## src/rtl/soc_bus_pkg.sv

```systemverilog
// Shared types and address-map constants for the sonar channel bus front-end.
package soc_bus_pkg;

  typedef enum logic [1:0] {
    IDLE = 2'd0,
    REQ  = 2'd1,
    ACK  = 2'd2
  } state_e;

  localparam logic [3:0]  USER_BASE_NIB = 4'h3;
  localparam int unsigned ERR_WORD      = 0;
  localparam int unsigned RSVD_WORD     = 1;
  localparam int unsigned CH_WORD_BASE  = 2;
  localparam int unsigned REGS_PER_CH   = 16;
  localparam int unsigned REG_W         = $clog2(REGS_PER_CH);
  localparam int unsigned CH_DW         = 16;
  localparam int unsigned WORD_W        = 9;
  localparam int unsigned CH_IDX_W      = WORD_W - REG_W;

endpackage

```

## src/rtl/soc_addr_dec.sv

```systemverilog
// Combinational decode of a WB access into ERR / reserved / channel register targets.
module soc_addr_dec
  import soc_bus_pkg::*;
#(
  parameter int unsigned N_CH = 12
) (
  input  logic                cyc_i,
  input  logic                stb_i,
  input  logic [31:0]         adr_i,
  output logic                hit_o,
  output logic                is_err_o,
  output logic                is_rsvd_o,
  output logic                oob_o,
  output logic [CH_IDX_W-1:0] ch_idx_o,
  output logic [REG_W-1:0]    reg_idx_o
);

  localparam int unsigned CMP_W = CH_IDX_W + 1;

  logic [WORD_W-1:0] word_c;
  logic [WORD_W-1:0] rel_c;
  logic              unused_c;

  assign word_c    = adr_i[10:2];
  assign rel_c     = word_c - WORD_W'(CH_WORD_BASE);
  assign hit_o     = cyc_i & stb_i & (adr_i[31:28] == USER_BASE_NIB);
  assign is_err_o  = (word_c == WORD_W'(ERR_WORD));
  assign is_rsvd_o = (word_c == WORD_W'(RSVD_WORD));
  assign ch_idx_o  = rel_c[WORD_W-1:REG_W];
  assign reg_idx_o = rel_c[REG_W-1:0];
  // Channel index is meaningless for the two low words, so they never count as out of range.
  assign oob_o     = ~is_err_o & ~is_rsvd_o & (CMP_W'(ch_idx_o) >= CMP_W'(N_CH));

  assign unused_c  = ^{adr_i[27:11], adr_i[1:0]};

endmodule

```

## src/rtl/soc_bus_ctrl.sv

```systemverilog
// Wishbone slave sharing one user-area port among N_CH sonar channels,
// with per-channel request timeout, sticky W1C error flags and an error interrupt.
module soc_bus_ctrl
  import soc_bus_pkg::*;
#(
  parameter int unsigned N_CH    = 12,
  parameter int unsigned TIMEOUT = 255,
  parameter int unsigned CNT_W   = 8
) (
  input  logic                  wb_clk_i,
  input  logic                  wb_rst_ni,
  input  logic                  wbs_cyc_i,
  input  logic                  wbs_stb_i,
  input  logic                  wbs_we_i,
  input  logic [3:0]            wbs_sel_i,
  input  logic [31:0]           wbs_adr_i,
  input  logic [31:0]           wbs_dat_i,
  output logic                  wbs_ack_o,
  output logic [31:0]           wbs_dat_o,
  output logic [N_CH-1:0]       ch_valid_o,
  output logic [REG_W-1:0]      ch_adr_o,
  output logic [CH_DW-1:0]      ch_dat_o,
  output logic                  ch_strb_o,
  input  logic [N_CH-1:0]       ch_ack_i,
  input  logic [CH_DW*N_CH-1:0] ch_dat_i,
  output logic                  irq_o
);

  state_e state_q, state_d;

  logic                hit_c, is_err_c, is_rsvd_c, oob_c;
  logic [CH_IDX_W-1:0] ch_idx_c;
  logic [REG_W-1:0]    reg_idx_c;

  logic [N_CH-1:0]  ch_valid_q, ch_valid_d;
  logic [REG_W-1:0] ch_adr_q, ch_adr_d;
  logic [CH_DW-1:0] ch_dat_q, ch_dat_d;
  logic             ch_strb_q, ch_strb_d;
  logic             ack_q, ack_d;
  logic [31:0]      dat_q, dat_d;
  logic [N_CH-1:0]  err_q, err_d, err_set_c, err_clr_c;
  logic             oob_q, oob_d, oob_set_c, oob_clr_c;
  logic [CNT_W-1:0] cnt_q, cnt_d;
  logic             irq_q, irq_d;

  logic [N_CH-1:0]  sel_oh_c;
  logic [CH_DW-1:0] ch_rd_c;
  logic [31:0]      err_rd_c;
  logic             live_c, start_c, ch_ack_c, timeout_c, unused_c;

  soc_addr_dec #(.N_CH(N_CH)) u_dec (
    .cyc_i     (wbs_cyc_i),
    .stb_i     (wbs_stb_i),
    .adr_i     (wbs_adr_i),
    .hit_o     (hit_c),
    .is_err_o  (is_err_c),
    .is_rsvd_o (is_rsvd_c),
    .oob_o     (oob_c),
    .ch_idx_o  (ch_idx_c),
    .reg_idx_o (reg_idx_c)
  );

  // The cycle showing ack still carries the finished request, so it must not restart one.
  assign live_c    = wbs_cyc_i & wbs_stb_i;
  assign start_c   = hit_c & ~ack_q;
  assign ch_ack_c  = |(ch_ack_i & ch_valid_q);
  assign timeout_c = (cnt_q == CNT_W'(TIMEOUT - 1));
  assign err_rd_c  = 32'(err_q) | {oob_q, 31'b0};
  assign unused_c  = ^{wbs_sel_i[3:1], wbs_dat_i};

  always_comb begin
    sel_oh_c = '0;
    ch_rd_c  = '0;
    for (int unsigned k = 0; k < N_CH; k++) begin
      sel_oh_c[k] = (ch_idx_c == CH_IDX_W'(k));
      if (ch_valid_q[k]) ch_rd_c = ch_rd_c | ch_dat_i[k*CH_DW +: CH_DW];
    end
  end

  always_ff @(posedge wb_clk_i or negedge wb_rst_ni) begin
    if (!wb_rst_ni) state_q <= IDLE;
    else            state_q <= state_d;
  end

  always_comb begin
    state_d = state_q;
    unique case (state_q)
      IDLE: if (start_c) state_d = (is_err_c | is_rsvd_c | oob_c) ? ACK : REQ;
      REQ: begin
        if (!live_c)                     state_d = IDLE;
        else if (ch_ack_c || timeout_c)  state_d = ACK;
      end
      ACK:     state_d = IDLE;
      default: state_d = IDLE;
    endcase
  end

  always_comb begin
    ch_valid_d = ch_valid_q;
    ch_adr_d   = ch_adr_q;
    ch_dat_d   = ch_dat_q;
    ch_strb_d  = ch_strb_q;
    ack_d      = (state_q == ACK);
    dat_d      = dat_q;
    cnt_d      = cnt_q;
    err_set_c  = '0;
    err_clr_c  = '0;
    oob_set_c  = 1'b0;
    oob_clr_c  = 1'b0;
    unique case (state_q)
      IDLE: begin
        if (start_c) begin
          if (is_err_c) begin
            dat_d = err_rd_c;
            if (wbs_we_i && wbs_sel_i[0]) begin
              err_clr_c = wbs_dat_i[N_CH-1:0];
              oob_clr_c = wbs_dat_i[31];
            end
          end else if (is_rsvd_c) begin
            dat_d = '0;
          end else if (oob_c) begin
            dat_d     = '0;
            oob_set_c = 1'b1;
          end else begin
            ch_valid_d = sel_oh_c;
            ch_adr_d   = reg_idx_c;
            ch_dat_d   = {wbs_dat_i[31], wbs_dat_i[14:0]};
            ch_strb_d  = wbs_we_i & wbs_sel_i[0];
            cnt_d      = '0;
          end
        end
      end
      REQ: begin
        // Priority: abort, then channel ack, then timeout.
        if (!live_c) begin
          ch_valid_d = '0;
        end else if (ch_ack_c) begin
          dat_d      = {{(32-CH_DW){ch_rd_c[CH_DW-1]}}, ch_rd_c};
          ch_valid_d = '0;
        end else if (timeout_c) begin
          dat_d      = '1;
          err_set_c  = ch_valid_q;
          ch_valid_d = '0;
        end else begin
          cnt_d = cnt_q + CNT_W'(1);
        end
      end
      default: ;
    endcase
    err_d = (err_q & ~err_clr_c) | err_set_c;
    oob_d = (oob_q & ~oob_clr_c) | oob_set_c;
    irq_d = (|err_d) | oob_d;
  end

  always_ff @(posedge wb_clk_i or negedge wb_rst_ni) begin
    if (!wb_rst_ni) begin
      ch_valid_q <= '0;
      ch_adr_q   <= '0;
      ch_dat_q   <= '0;
      ch_strb_q  <= 1'b0;
      ack_q      <= 1'b0;
      dat_q      <= '0;
      cnt_q      <= '0;
      err_q      <= '0;
      oob_q      <= 1'b0;
      irq_q      <= 1'b0;
    end else begin
      ch_valid_q <= ch_valid_d;
      ch_adr_q   <= ch_adr_d;
      ch_dat_q   <= ch_dat_d;
      ch_strb_q  <= ch_strb_d;
      ack_q      <= ack_d;
      dat_q      <= dat_d;
      cnt_q      <= cnt_d;
      err_q      <= err_d;
      oob_q      <= oob_d;
      irq_q      <= irq_d;
    end
  end

  assign wbs_ack_o  = ack_q;
  assign wbs_dat_o  = dat_q;
  assign ch_valid_o = ch_valid_q;
  assign ch_adr_o   = ch_adr_q;
  assign ch_dat_o   = ch_dat_q;
  assign ch_strb_o  = ch_strb_q;
  assign irq_o      = irq_q;

endmodule

```

## config.mk

```make
export PLATFORM = sky130hd
export DESIGN_NAME = soc_bus_ctrl
export DESIGN_NICKNAME = d
export VERILOG_FILES = /design/src/rtl/soc_bus_pkg.sv /design/src/rtl/soc_addr_dec.sv /design/src/rtl/soc_bus_ctrl.sv
export SDC_FILE = /design/constraint.sdc
export NUM_CORES = 1
export LEC_CHECK = 0
export ABC_AREA = 1
export BUFFER_PORTS_ARGS = -buffer_cell sky130_fd_sc_hd__buf_4
export CAP_MARGIN = 20
export CORE_AREA = 2 2 132 134
export CTS_CLUSTER_DIAMETER = 60
export DETAILED_ROUTE_END_ITERATION = 6
export DIE_AREA = 0 0 134 136
export GPL_TIMING_DRIVEN = 0
export PLACE_DENSITY = 0.61
export RECOVER_POWER = 25
export SKIP_CTS_REPAIR_TIMING = 1
export SYNTH_ARGS = -nofsm -noshare
export SYNTH_HDL_FRONTEND = slang
export SYNTH_SLANG_ARGS = --single-unit
```

## constraint.sdc

```tcl
create_clock -name wb_clk_i -period 1.7 [get_ports wb_clk_i]
set_input_delay 0.34 -clock wb_clk_i [delete_from_list [all_inputs] [get_ports wb_clk_i]]
set_output_delay 0.34 -clock wb_clk_i [all_outputs]
set_load 0.02 [all_outputs]
```

* Word level (Yosys, flattened, before mapping)
Cells that the tools add are included.
** Word-level totals
- Register bits after elaboration :: 90
- Input port bits :: 277
- Output and inout bits :: 67
- Word-level logic and storage cells :: 144
** Operators by class
- Muxes and demuxes :: 58
- $add $sub $neg :: 2
- Reduce and logical (&&, ||, !) cells :: 13
- $lt $le $gt $ge :: 1
- Bitwise logic cells :: 32
- Eq/ne operators :: 27
** Operators with widths (number)
- 2-to-1 mux 32 bit :: 7
- 2-to-1 mux 16 bit :: 12
- 2-to-1 mux 12 bit :: 15
- OR 16 bit :: 11
- case mux 32 bit (2 select lines) :: 1
- 2-to-1 mux 8 bit :: 7
- OR 12 x 32 -> 32 bit :: 1
- bitwise AND 12 bit :: 2
- case mux 12 bit (2 select lines) :: 1
- OR reduction 12 bit :: 2
- == test 5 x 3 -> 1 bit (second input constant) :: 4
- == test 5 x 4 -> 1 bit (second input constant) :: 4
- case mux 8 bit (2 select lines) :: 1
- != test 2 bit (second input constant) :: 7
- inverter 12 bit :: 1
- OR 12 bit :: 1
- == test 5 x 2 -> 1 bit (second input constant) :: 2
- AND reduction 5 bit :: 2
- == test 9 x 1 -> 1 bit (second input constant) :: 1
- logical NOT 9 bit :: 1
- 2-to-1 mux 1 bit :: 9
- subtractor 9 x 2 -> 9 bit (second input constant) :: 1
- adder 8 x 1 -> 8 bit (second input constant) :: 1
- == test 8 bit (second input constant) :: 1
- other kinds (20) :: 38

* Longest topological paths before layout
Gate-level depths: netlist of the first run.
- Depth after elaboration :: 26
- Gate-level depth with buffers :: 13
- Mapped depth without buffers :: 13

* Modules after synthesis
From an unflattened synthesis of the first run, not the netlist that was laid out.
** Unflattened totals
- Cells, all modules :: 751
- Area, all modules :: 5355.1 sq um
** Modules (own cells, without submodules)
- soc_bus_ctrl :: instances 1, cells an instance 713, seq. area each 1876.8 sq um, area each 5123.7 sq um
- soc_addr_dec :: instances 1, cells an instance 38, seq. area each 0.0 sq um, area each 231.5 sq um

* Worst setup path before layout of the first run
No wires, ideal clock.
- Kind :: reg2reg
- From :: register ch_valid_q[0] (netlist: ch_valid_o[0])
- To :: register ch_valid_q[10] (netlist: ch_valid_o[10])
- Stages on the path, launching flop included :: 13
- Path buffers :: 2
- Clock period less this slack :: 1732 ps
- Data arrival time :: 1615 ps
- Setup slack :: -32 ps
- Library setup time :: 116 ps
- Required time :: 1584 ps
- Cell sequence :: dfrtp_1 buf_2 nand2_1 nand2_1 nor2_1 inv_1 nor2_2 nand3b_2 nand4_2 inv_2 buf_4 nand2_1 nand2_1
** Between the ends
- Word-level cells in the longest chain between the ends :: 5
- Elaborated cells between the ends (all ways) :: 7
- Those cells by class :: eq/ne: 1; mux: 3; bitwise: 1; reduce/logical: 2
** RTL lines
- start: declaration :: RTL line soc_bus_ctrl.sv:35 : logic [N_CH-1:0] ch_valid_q, ch_valid_d;
- start signal: assignment :: RTL line soc_bus_ctrl.sv:168 : ch_valid_q <= ch_valid_d;
- bitwise AND 12 bit * :: RTL line soc_bus_ctrl.sv:66 : assign ch_ack_c = |(ch_ack_i & ch_valid_q);
- OR reduction 12 bit * :: RTL line soc_bus_ctrl.sv:66
- 2-to-1 mux 12 bit :: RTL line soc_bus_ctrl.sv:137 : end else if (ch_ack_c) begin
- 2-to-1 mux 12 bit :: RTL line soc_bus_ctrl.sv:135 : if (!live_c) begin
- case mux 12 bit (2 select lines) :: RTL line soc_bus_ctrl.sv:110 : unique case (state_q)
Every way passes the cells marked *; elsewhere a longest branch is shown, timed or not.
A chain may end at the register's enable or synchronous reset.

* Worst setup path after layout of the first run
- From :: register ch_valid_q[0] (netlist: ch_valid_o[0])
- To :: register dat_q[7] (netlist: wbs_dat_o[7])
** Between the ends
- Word-level cells in the longest chain between the ends :: 26
- Elaborated cells between the ends (all ways) :: 30
- Those cells by class :: eq/ne: 1; mux: 15; bitwise: 12; reduce/logical: 2
** RTL lines
- 2-to-1 mux 16 bit :: RTL line soc_bus_ctrl.sv:76 : if (ch_valid_q[k]) ch_rd_c = ch_rd_c | ch_dat_i[k*CH_DW +: CH_DW];
- OR 16 bit :: RTL line soc_bus_ctrl.sv:76
- 2-to-1 mux 16 bit :: RTL line soc_bus_ctrl.sv:76
- OR 16 bit :: RTL line soc_bus_ctrl.sv:76
- 2-to-1 mux 16 bit :: RTL line soc_bus_ctrl.sv:76
- OR 16 bit :: RTL line soc_bus_ctrl.sv:76
- 2-to-1 mux 16 bit :: RTL line soc_bus_ctrl.sv:76
- OR 16 bit :: RTL line soc_bus_ctrl.sv:76
- (+10 left out)
- 2-to-1 mux 16 bit :: RTL line soc_bus_ctrl.sv:76
- OR 16 bit :: RTL line soc_bus_ctrl.sv:76
- 2-to-1 mux 16 bit :: RTL line soc_bus_ctrl.sv:76
- OR 16 bit :: RTL line soc_bus_ctrl.sv:76
- 2-to-1 mux 16 bit :: RTL line soc_bus_ctrl.sv:76
- 2-to-1 mux 32 bit :: RTL line soc_bus_ctrl.sv:137
- 2-to-1 mux 32 bit :: RTL line soc_bus_ctrl.sv:135
- case mux 32 bit (2 select lines) :: RTL line soc_bus_ctrl.sv:110
- end signal: assignment :: RTL line soc_bus_ctrl.sv:173 : dat_q <= dat_d;
- end: declaration :: RTL line soc_bus_ctrl.sv:40 : logic [31:0] dat_q, dat_d;
Parallel ways exist; a longest one is shown, timed or not. The select of a mux whose other input is x is not followed.

==> results.txt, run 1 <==
Peak Freq -> 545.9 MHz
failing checks -> negative setup slack
number of synthesized flops with an enable pin -> 0
wire length of the first global-routing pass -> 36,980 µm
max_cap viols -> 0
vias per inst -> 4.827
clk sinks -> 75
Slew @ Worst Pin -> 1.066 ns
Root Driver -> clkbuf_16
initial antenna violation count -> 4
synthesized area -> 0.005309 mm²
largest net degree at the start of global routing -> 76
Initial Util -> 31.46%
Yosys cell types -> 35
Final Hold Fails -> 0
Layout area overhead -> 64.27%
crit path kind -> register to register
Worst EP required -> 1.93 ns
Residual DRC -> 0
DRT Pass-1 Iters -> 5
combinational share of power -> 39.0%
Tmin final -> 1.832 ns
layout cells sized above 1 -> 42.27%
commonest non-fill, non-tap cell in the layout -> nand2_1
Hold WS -> 0.1938 ns
CTS Buf Count -> 9
critical path capture point type -> register
Yosys warning count -> 0
type of origin of the critical path -> register
DP HPWL -> 19,360 µm
Hold Path Class -> input port to register
total grt overflow -> 0
die height -> 136 µm
worst setup margin -> -0.1317 ns
CTS tree -> done
fin. max-slew vios -> 0
overall die area -> 0.01822 mm²
WL per Instance -> 18.22 µm
Total Power -> 6.843 mW
Port Buffer Count -> 305
Final nets -> 1,439
Final Cycle Share -> 107.7%
FP Rows -> 48
Initial DRC Count -> 418
Cells after Synth -> 823
most frequent cells in the layout -> nand2_1, buf_4, dfrtp_1
fin cells -> 1,393
setup_tns -> -3.231 ns
Worst-Skew Late Latency -> 0.34 ns
RD Place Congestion -> 0.8894
Net Switching -> 2.378 mW
outcome -> finished, violations left
main flop type after synthesis -> dfrtp_1
internal power -> 4.464 mW
average size of a mapped cell -> 6.451 µm²
drt total wl -> 25,390 µm
RSZ-0062 raised after global routing -> yes
vias in the first global route -> 6,394
FFs w/ async S/R, synth -> 100.0%
Clock power frac -> 28.3%
WP data arrival -> 2.06 ns
syn nets -> 1,103
Clock Path Buffers -> 2
worst vdd ir -> 0.7331 mV
CP max FO -> 11
sw frac -> 34.76%
post-route ant nets -> 0
H-tree Lvls -> 3
via count -> 6,724
core area -> 0.01688 mm²
IO Count -> 344
Max-slew headroom -> 28.92%
clk slew on worst S/H paths -> 0.06 ns
final setup vio count -> 37
total track usage -> 27.24%
clock skew -> 0.005915 ns
Seq cells post-synth -> 75
pwr/cell area -> 784.6 mW/mm²
Die Width -> 134 µm
sequential share of the synthesized area -> 35.35%
leakage power -> 4.572 nW
Seq pwr share -> 32.7%
post-placement cell count -> 1,353
[cells by family (layout without fill, tap and decap cells)]
kind of cell,after synthesis,count (layout),share of synthesized area [%]
other,0,4,0
and+or+nand+nor,574,574,46.33
buffers and inverters,108,449,10.02
DFF,75,75,35.35
AOI/OAI and AO/OA,55,55,6.270
adders and majority gates,3,3,0.7071
xor gates and xnor gates,8,8,1.320
[routing by layer]
metal	vias up	global-route usage, %	wire length, µm
met5	-	0	0
met4	0	10.99	743
met3	40	6.227	2061
met2	292	45.87	12030
met1	3084	33.81	10550
li1	3308	-	-
[synthesized netlist by cell type (2+ instances only)]
| master | instances | area (µm²) |
|---|---|---|
| a21oi_1 | 5 | 25.02 |
| a221oi_1 | 3 | 26.28 |
| a22o_1 | 8 | 70.07 |
| buf_1 | 12 | 45.04 |
| buf_2 | 17 | 85.08 |
| buf_4 | 20 | 150.1 |
| buf_6 | 4 | 45.04 |
| clkbuf_1 | 7 | 26.28 |
| dfrtp_1 | 75 | 1877 |
| ha_1 | 3 | 37.54 |
| inv_1 | 44 | 165.2 |
| inv_2 | 3 | 11.26 |
| nand2_1 | 389 | 1460 |
| nand2_2 | 4 | 25.02 |
| nand2_4 | 2 | 22.52 |
| nand3_1 | 37 | 185.2 |
| nand3_2 | 2 | 20.02 |
| nand4_1 | 59 | 369.1 |
| nor2_1 | 59 | 221.5 |
| nor2_2 | 4 | 25.02 |
| nor2_4 | 2 | 22.52 |
| nor3_1 | 10 | 50.05 |
| o21ai_0 | 14 | 70.07 |
| o21ai_1 | 22 | 110.1 |
| or2_2 | 2 | 12.51 |
| xnor2_1 | 3 | 26.28 |
| xor2_1 | 5 | 43.79 |
[metrics by stage]
step | util [%] | setup WS, ns | cell area [µm²]
after floorplan | - | 0.001438 | 5371
after global placement | 47.06 | -0.4530 | 7943
final | 51.68 | -0.1317 | 8721
after global routing | 51.68 | -0.2150 | 8721
after detailed placement | 47.06 | -0.4718 | 7943
after CTS | 48.81 | -0.4987 | 8238
[worst paths after layout]
kind	from	to	slack [ns]	depth (start not counted)
worst max-delay path	ch_valid_o[0]$_DFFE_PN0P_	wbs_dat_o[7]$_DFFE_PN0P_	-0.13	9
worst min-delay path	wbs_dat_i[13]	ch_dat_o[13]$_DFFE_PN0P_	0.19	3
worst max register to register	ch_valid_o[0]$_DFFE_PN0P_	wbs_dat_o[7]$_DFFE_PN0P_	-0.13	9
worst min register to register	ch_dat_o[14]$_DFFE_PN0P_	ch_dat_o[14]$_DFFE_PN0P_	0.47	2
max in group asynchronous	wb_rst_ni	ch_valid_o[6]$_DFFE_PN0P_	0.73	1
min in group asynchronous	wb_rst_ni	wbs_dat_o[12]$_DFFE_PN0P_	0.21	1
[cell type report]
cell class / count / area (µm²)
well taps: 225 / 281.5
clock buffers: 10 / 229.0
fillers: 1768 / 8155
plain buffers: 53 / 394.1
flip-flops and latches: 75 / 1888
inverters: 48 / 186.4
multi-input cells: 640 / 3149
repair buffers: 332 / 2516
diodes: 4 / 10.01
clock inverters: 6 / 66.31
[critical path, cell delays in order (launching register included)]
cell      delay (ns)
dfrtp_2         0.53
clkbuf_4        0.29
nand2_1         0.09
nand4_1         0.10
nor2_1          0.29
nand3_1         0.12
nand2_1         0.09
nand2_1         0.07
nand2_2         0.07
o21ai_1         0.05
[power groups by stage]
| stage | clock, mW | combinational, mW | sequential, mW |
|---|---|---|---|
| 4_1_cts | 1.97 | 2.55 | 2.21 |
| 6_report | 1.94 | 2.67 | 2.24 |
| 3_3_place_gp | 0 | 2.53 | 2.24 |
| 2_1_floorplan | 0 | 0.984 | 2.47 |
| 5_1_grt | 2.05 | 2.87 | 2.27 |
| 3_5_place_dp | 0 | 2.54 | 2.24 |
[state kept, by name (all words and copies together), names as in the netlist]
register,count
ch_adr_o,4
ch_dat_o,16
ch_strb_o,1
ch_valid_o,12
cnt_q,8
err_q,12
irq_o,1
oob_q,1
state_q,2
wbs_ack_o,1
wbs_dat_o,17
(Power assumes the default switching activity.)
==> run 2: changes to the inputs <==
- ABC_AREA: 1 -> not set
- CORE_AREA: 2 2 132 134 -> 2 2 134 136
- DIE_AREA: 0 0 134 136 -> 0 0 136 138
- PLACE_DENSITY: 0.61 -> 0.55
==> run 2 against run 1 <==
The run still ends with negative setup slack left. Critical path type unchanged. Utilization decreased by 2.6 points. Global-route usage decreased by 1.3 points. Combinational power decreased by 36%. Die area increased by 3.0%. Flip-flop and latch count unchanged. Hold slack about the same. Sequential share of layout area increased by 0.49 points. Area after synthesis decreased by 13%. Register-to-register slack got worse by 1.2 ns. Cell count decreased by 21%. Clock power decreased by 9%.
==> results.txt, run 2 <==
outcome -> finished, violations left
failing checks -> negative setup slack
Peak Freq -> 327.7 MHz (-40%)
worst vdd ir -> 0.4313 mV (-41%)
IO Count -> 344 (unchanged)
fin cells -> 1,104 (-21%)
drt total wl -> 26,080 µm (+2.7%)
die height -> 138 µm (+1.5%)
vias per inst -> 5.407 (+12%)
multi-input logic area -> 0.002949 mm² (-6.4%)
core area -> 0.01753 mm² (+3.9%)
Final Cycle Share -> 179.5% (+72 points)
largest net degree at the start of global routing -> 76 (unchanged)
Initial Util -> 26.36% (-5.1 points)
Seq cells post-synth -> 75 (unchanged)
beginning of the critical path -> wbs_ack_o$_DFF_PN0_
diode count -> 0 (-4)
fin area -> 0.008608 mm² (-1.3%)
DP Area -> 0.007522 mm² (-5.3%)
critical path capture point type -> register
Hold Path Class -> input port to register
DP HPWL -> 19,490 µm (+0.70%)
post-route core utilization -> 49.09% (-2.6 points)
Worst EP required -> 1.92 ns (about the same)
post-placement cell count -> 1,047 (-23%)
average size of a mapped cell -> 8.992 µm² (+39%)
commonest non-fill, non-tap cell in the layout -> buf_4
clk slew on worst S/H paths -> 0.06 ns (about the same)
FILL cells -> 1,718 (-2.8%)
synthesized area -> 0.004622 mm² (-13%)
synth top area cells -> dfrtp_1, a22o_1, a221oi_1
cell accounting for the most synthesized area -> dfrtp_1
combinational share of power -> 30.9% (-8.1 points)
layout cells sized above 1 -> 58.40% (+16 points)
Cells after Synth -> 514 (-38%)
main flop type after synthesis -> dfrtp_1
Yosys warning count -> 0 (unchanged)
Yosys cell types -> 48 (+37%)
wire length of the first global-routing pass -> 36,360 µm (-1.7%)
Initial DRC Count -> 467 (+12%)
Max-slew headroom -> 26.89% (-2.0 points)
CTS Buf Count -> 9 (unchanged)
FP Rows -> 49 (+2.1%)
CP max FO -> 8 (-3)
initial antenna violation count -> 0 (-4)
Clock Path Buffers -> 2 (unchanged)
Tmin final -> 3.051 ns (+1.220 ns)
sw frac -> 31.86% (-2.9 points)
leakage power -> 4.018 nW (-12%)
H-tree Lvls -> 3 (unchanged)
number of synthesized flops with an enable pin -> 0 (unchanged)
sequential share of the synthesized area -> 40.61% (+5.3 points)
syn nets -> 794 (-28%)
pwr/cell area -> 643.1 mW/mm² (-18%)
top cell type's share of synthesized area -> 40.61% (+5.3 points)
DRT Pass-1 Iters -> 5 (unchanged)
Clock power frac -> 31.9% (+3.6 points)
overall die area -> 0.01877 mm² (+3.0%)
RD Place Congestion -> 0.9015 (+1.4%)
Port Buffer Count -> 304 (-0.33%)
clock skew -> 0.009690 ns (+0.003775 ns)
vias in the first global route -> 5,774 (-9.7%)
Layout area overhead -> 86.25%
crit path kind -> register to register
max_cap viols -> 0 (unchanged)
clk sinks -> 75 (unchanged)
post-route ant nets -> 0 (unchanged)
synth cell count leaders -> nand2_1, dfrtp_1, a22o_1
Reg area -> 0.001906 mm² (+0.93%)
via count -> 5,969 (-11%)
Net Switching -> 1.764 mW (-26%)
final setup vio count -> 69 (+86%)
worst setup margin -> -1.351 ns (-1.220 ns)
most numerous cell in the Yosys netlist -> nand2_1
RSZ-0062 raised after global routing -> yes
Residual DRC -> 0 (unchanged)
internal power -> 3.772 mW (-16%)
Final Hold Fails -> 0 (unchanged)
CTS tree -> done
Setup Slack @ Placement -> -1.426 ns (-0.9539 ns)
Crit Reg-Reg Startpoint -> wbs_ack_o$_DFF_PN0_
Slew @ Worst Pin -> 1.097 ns (+0.03048 ns)
max reg flops -> 17 (unchanged)
WL per Instance -> 23.62 µm (+30%)
WP data arrival -> 3.27 ns (+1.21 ns)
Hold WS -> 0.1943 ns (+0.0004250 ns)
Worst-Skew Late Latency -> 0.34 ns (about the same)
Seq pwr share -> 37.2% (+4.5 points)
total grt overflow -> 0 (unchanged)
most frequent cells in the layout -> buf_4, nand2_1, dfrtp_1
type of origin of the critical path -> register
total track usage -> 25.95% (-1.3 points)
fin. max-slew vios -> 0 (unchanged)
Root Driver -> clkbuf_16
Die Width -> 136 µm (+1.5%)
FFs w/ async S/R, synth -> 100.0% (unchanged)
worst hold start -> wbs_dat_i[12]
Final nets -> 1,150 (-20%)
run 2: cell types whose count changed after synthesis, sizes merged, moves of 30 or more:
cell,delta
nand2,-303
nand4,-57
a22o,+50
a221oi,+45
inv,-42
nor2,-38
buf,-32
clkbuf,+30
nand3,-30
run 2: logic make-up (layout without fill, tap and decap cells):
family | Yosys count | count (layout) | synth area share (%)
adders and majority gates | 3 | 3 | 0.8122
and+or+nand+nor | 169 | 170 | 17.65
DFF | 75 | 75 | 40.61
muxes | 5 | 5 | 1.218
buffers and inverters | 63 | 423 | 6.362
AOI/OAI and AO/OA | 195 | 195 | 32.59
xor gates and xnor gates | 4 | 4 | 0.7581
run 2: path summary, 6_finish.rpt:
check                                       endpoint  slack, ns  cells after the start
min in group asynchronous    ch_dat_o[0]$_DFFE_PN0P_       0.20                      1
min                         ch_dat_o[12]$_DFFE_PN0P_       0.19                      3
max in group asynchronous  ch_valid_o[8]$_DFFE_PN0P_       0.66                      1
min reg2reg                  ch_dat_o[7]$_DFFE_PN0P_       0.48                      2
max reg2reg                          irq_o$_DFF_PN0_      -1.35                      8
max                                  irq_o$_DFF_PN0_      -1.35                      8
run 2: metal layers:
metal  wire length [µm]  global-route usage, %
met1              11350                  37.21
met2              12320                  40.20
met3               2057                  5.831
met4                357                  5.154
met5                  0                      0
run 2: critical path, cell delays in order (launching register included):
cell and delay (ns):
dfrtp_1 0.37, nand4b_1 0.18, buf_6 0.15, nor4_4 0.45
nand3_1 0.16, a22o_1 0.28, or4_1 0.52, or4b_1 0.50
or3_1 0.31
run 2: power by group through the flow:
| stage | Combinational (mW) | Clock (mW) | Sequential [mW] |
|---|---|---|---|
| final | 1.71 | 1.76 | 2.06 |
| after global routing | 1.81 | 1.85 | 2.08 |
| after CTS | 1.58 | 1.78 | 2.04 |
| after detailed placement | 1.57 | 0 | 2.07 |
| after global placement | 1.56 | 0 | 2.06 |
| after floorplan | 0.445 | 0 | 2.24 |
run 2: per-stage QoR:
step           TNS (ns)  power, mW
3_5_place_dp     -48.47      3.642
6_report         -34.99      5.536
5_1_grt          -40.34      5.744
3_3_place_gp     -46.48      3.622
4_1_cts          -46.29      5.393
2_1_floorplan    -25.02      2.682
run 2: cell type report:
| cell class | count | area share [%] |
|---|---|---|
| buffer | 49 | 4.477 |
| clock buffer | 9 | 2.616 |
| clock inverter | 7 | 0.5233 |
| inverter | 5 | 0.4215 |
| multi-input combinational | 377 | 34.26 |
| sequential | 75 | 22.14 |
| tap | 229 | 3.328 |
| timing repair buffer | 353 | 32.24 |
==> run 3: changes to the inputs <==
- PLACE_DENSITY: 0.55 -> 0.58
==> run 3 against run 2 <==
Largest power group unchanged. Sequential power hardly changed. Via count is 1.9% lower. First-iteration DRC count increased by 7.5%. The flow still finishes with violations (negative setup slack). Highest routed layer unchanged.
==> results.txt, run 3 (synthesis gave the netlist of run 2 again) <==
combinational share of power -> 29.3% (-1.6 points)
most frequent cells in the layout -> buf_4, nand2_1, dfrtp_1
Crit Reg-Reg Startpoint -> wbs_ack_o$_DFF_PN0_
end of the worst register-to-register path -> irq_o$_DFF_PN0_
total grt overflow -> 0 (unchanged)
clk slew on worst S/H paths -> 0.06 ns (about the same)
clk sinks -> 75 (unchanged)
die height -> 138 µm (unchanged)
Clock power frac -> 34.6% (+2.7 points)
vias in the first global route -> 5,602 (-3.0%)
CTS tree -> done
core area -> 0.01753 mm² (unchanged)
wire length of the first global-routing pass -> 34,860 µm (-4.1%)
WL per Instance -> 22.51 µm (-4.7%)
Worst EP required -> 1.92 ns (about the same)
DP Area -> 0.007522 mm² (unchanged)
initial antenna violation count -> 0 (unchanged)
WP data arrival -> 3.12 ns (-0.15 ns)
Worst-Skew Late Latency -> 0.34 ns (about the same)
beginning of the critical path -> wbs_ack_o$_DFF_PN0_
Max-slew headroom -> 33.51% (+6.6 points)
layout cells sized above 1 -> 56.45% (-2.0 points)
Setup Slack @ Placement -> -1.460 ns (-0.03440 ns)
largest net degree at the start of global routing -> 76 (unchanged)
setup_tns -> -28.37 ns (+6.624 ns)
type of origin of the critical path -> register
commonest non-fill, non-tap cell in the layout -> buf_4
Root Driver -> clkbuf_16
Initial DRC Count -> 502 (+7.5%)
Hold Path Class -> input port to async pin
Total Power -> 5.703 mW (+3.0%)
Hold WS -> 0.1568 ns (-0.03744 ns)
Final nets -> 1,136 (-1.2%)
CTS Buf Count -> 9 (unchanged)
Tmin final -> 2.900 ns (-0.1514 ns)
via count -> 5,854 (-1.9%)
Die Width -> 136 µm (unchanged)
H-tree Lvls -> 3 (unchanged)
clock skew -> 0.01111 ns (+0.001422 ns)
RD Place Congestion -> 0.9042 (+0.30%)
max_cap viols -> 0 (unchanged)
sw frac -> 31.04% (-0.83 points)
diode count -> 0 (unchanged)
fin area -> 0.008362 mm² (-2.9%)
leakage power -> 3.924 nW (-2.3%)
DRT Pass-1 Iters -> 5 (unchanged)
cell depth of the worst flop-to-flop path -> 8 (unchanged)
CP max FO -> 6 (-2)
Final Cycle Share -> 170.6% (-8.9 points)
pwr/cell area -> 682.0 mW/mm² (+6.0%)
worst setup margin -> -1.200 ns (+0.1514 ns)
FP Rows -> 49 (unchanged)
final setup vio count -> 73 (+5.8%)
Net Switching -> 1.770 mW (+0.34%)
R2R setup slack -> -1.20 ns (+0.15 ns)
DP HPWL -> 18,760 µm (-3.8%)
Slew @ Worst Pin -> 0.9973 ns (-0.09932 ns)
overall die area -> 0.01877 mm² (unchanged)
internal power -> 3.933 mW (+4.3%)
crit path kind -> register to register
worst vdd ir -> 0.4110 mV (-4.7%)
fin. max-slew vios -> 0 (unchanged)
drt total wl -> 24,530 µm (-5.9%)
max reg flops -> 17 (unchanged)
Seq pwr share -> 36.0% (-1.2 points)
Residual DRC -> 0 (unchanged)
Worst setup endpoint -> irq_o$_DFF_PN0_
vias per inst -> 5.371 (-0.67%)
Clock Path Buffers -> 2 (unchanged)
Initial Util -> 26.36% (unchanged)
critical path capture point type -> register
RSZ-0062 raised after global routing -> yes
Layout area overhead -> 80.91%
IO Count -> 344 (unchanged)
Final Hold Fails -> 0 (unchanged)
Peak Freq -> 344.8 MHz (+5.2%)
total track usage -> 24.88% (-1.1 points)
Port Buffer Count -> 304 (unchanged)
outcome -> finished, violations left
post-route ant nets -> 0 (unchanged)
failing checks -> negative setup slack
-- run 3: cell types whose count changed in the layout (fill, tap and decap cells not counted), sizes merged --
cell and change:
buf -9, bufinv +1, clkbuf -4, clkinv -1, clkinvlp -2, inv +2, nor2 -1
-- run 3: power groups by stage --
stage | Combinational, mW | Sequential (mW) | Clock (mW)
6_report | 1.67 | 2.06 | 1.98
5_1_grt | 1.78 | 2.07 | 2.09
4_1_cts | 1.57 | 2.03 | 2.01
3_5_place_dp | 1.57 | 2.06 | 0
3_3_place_gp | 1.56 | 2.05 | 0
2_1_floorplan | 0.445 | 2.24 | 0
-- run 3: through the flow --
| step | instances | utilization, % |
|---|---|---|
| final | 1090 | 47.69 |
| after global routing | 1090 | 47.69 |
| after CTS | 1063 | 44.62 |
| after detailed placement | 1047 | 42.90 |
| after global placement | 1047 | 42.90 |
| after floorplan | 514 | - |
-- run 3: critical path: stages (launching register included) --
cell and delay (ns):
dfrtp_1 0.37, nand4b_1 0.19, buf_6 0.16, nor4_4 0.35
nand3_1 0.15, a22o_1 0.24, or4_1 0.52, or4b_1 0.49
or3_1 0.31
-- run 3: metal layers --
metal / GRT usage, % / routed length [µm] / vias to the layer above
met4: 5.154 / 262 / 0
met5: 0 / 0 / -
met3: 4.730 / 1878 / 24
met1: 35.86 / 11010 / 2879
li1: - / - / 2667
met2: 38.80 / 11380 / 284
-- run 3: final cells by class --
type | instances | area [µm²]
buffer | 55 | 459.2
clock buffer | 9 | 225.2
clock inverter | 7 | 76.32
fill | 1782 | 9173
inverter | 5 | 36.28
multi-input combinational | 376 | 2794
sequential | 75 | 1896
tap | 229 | 286.5
timing repair buffer | 334 | 2589
-- run 3: worst min path at each step --
stage / endpoint / slack (ns) / cells past startpoint
detailed placement: ch_dat_o[7]$_DFFE_PN0P_ / 0.46 / 2
CTS: ch_dat_o[12]$_DFFE_PN0P_ / 0.20 / 3
finish: ch_dat_o[1]$_DFFE_PN0P_ / 0.16 / 1
global route: ch_adr_o[1]$_DFFE_PN0P_ / 0.20 / 2
floorplan: ch_adr_o[0]$_DFFE_PN0P_ / 0.04 / 0
global placement: ch_dat_o[7]$_DFFE_PN0P_ / 0.45 / 2
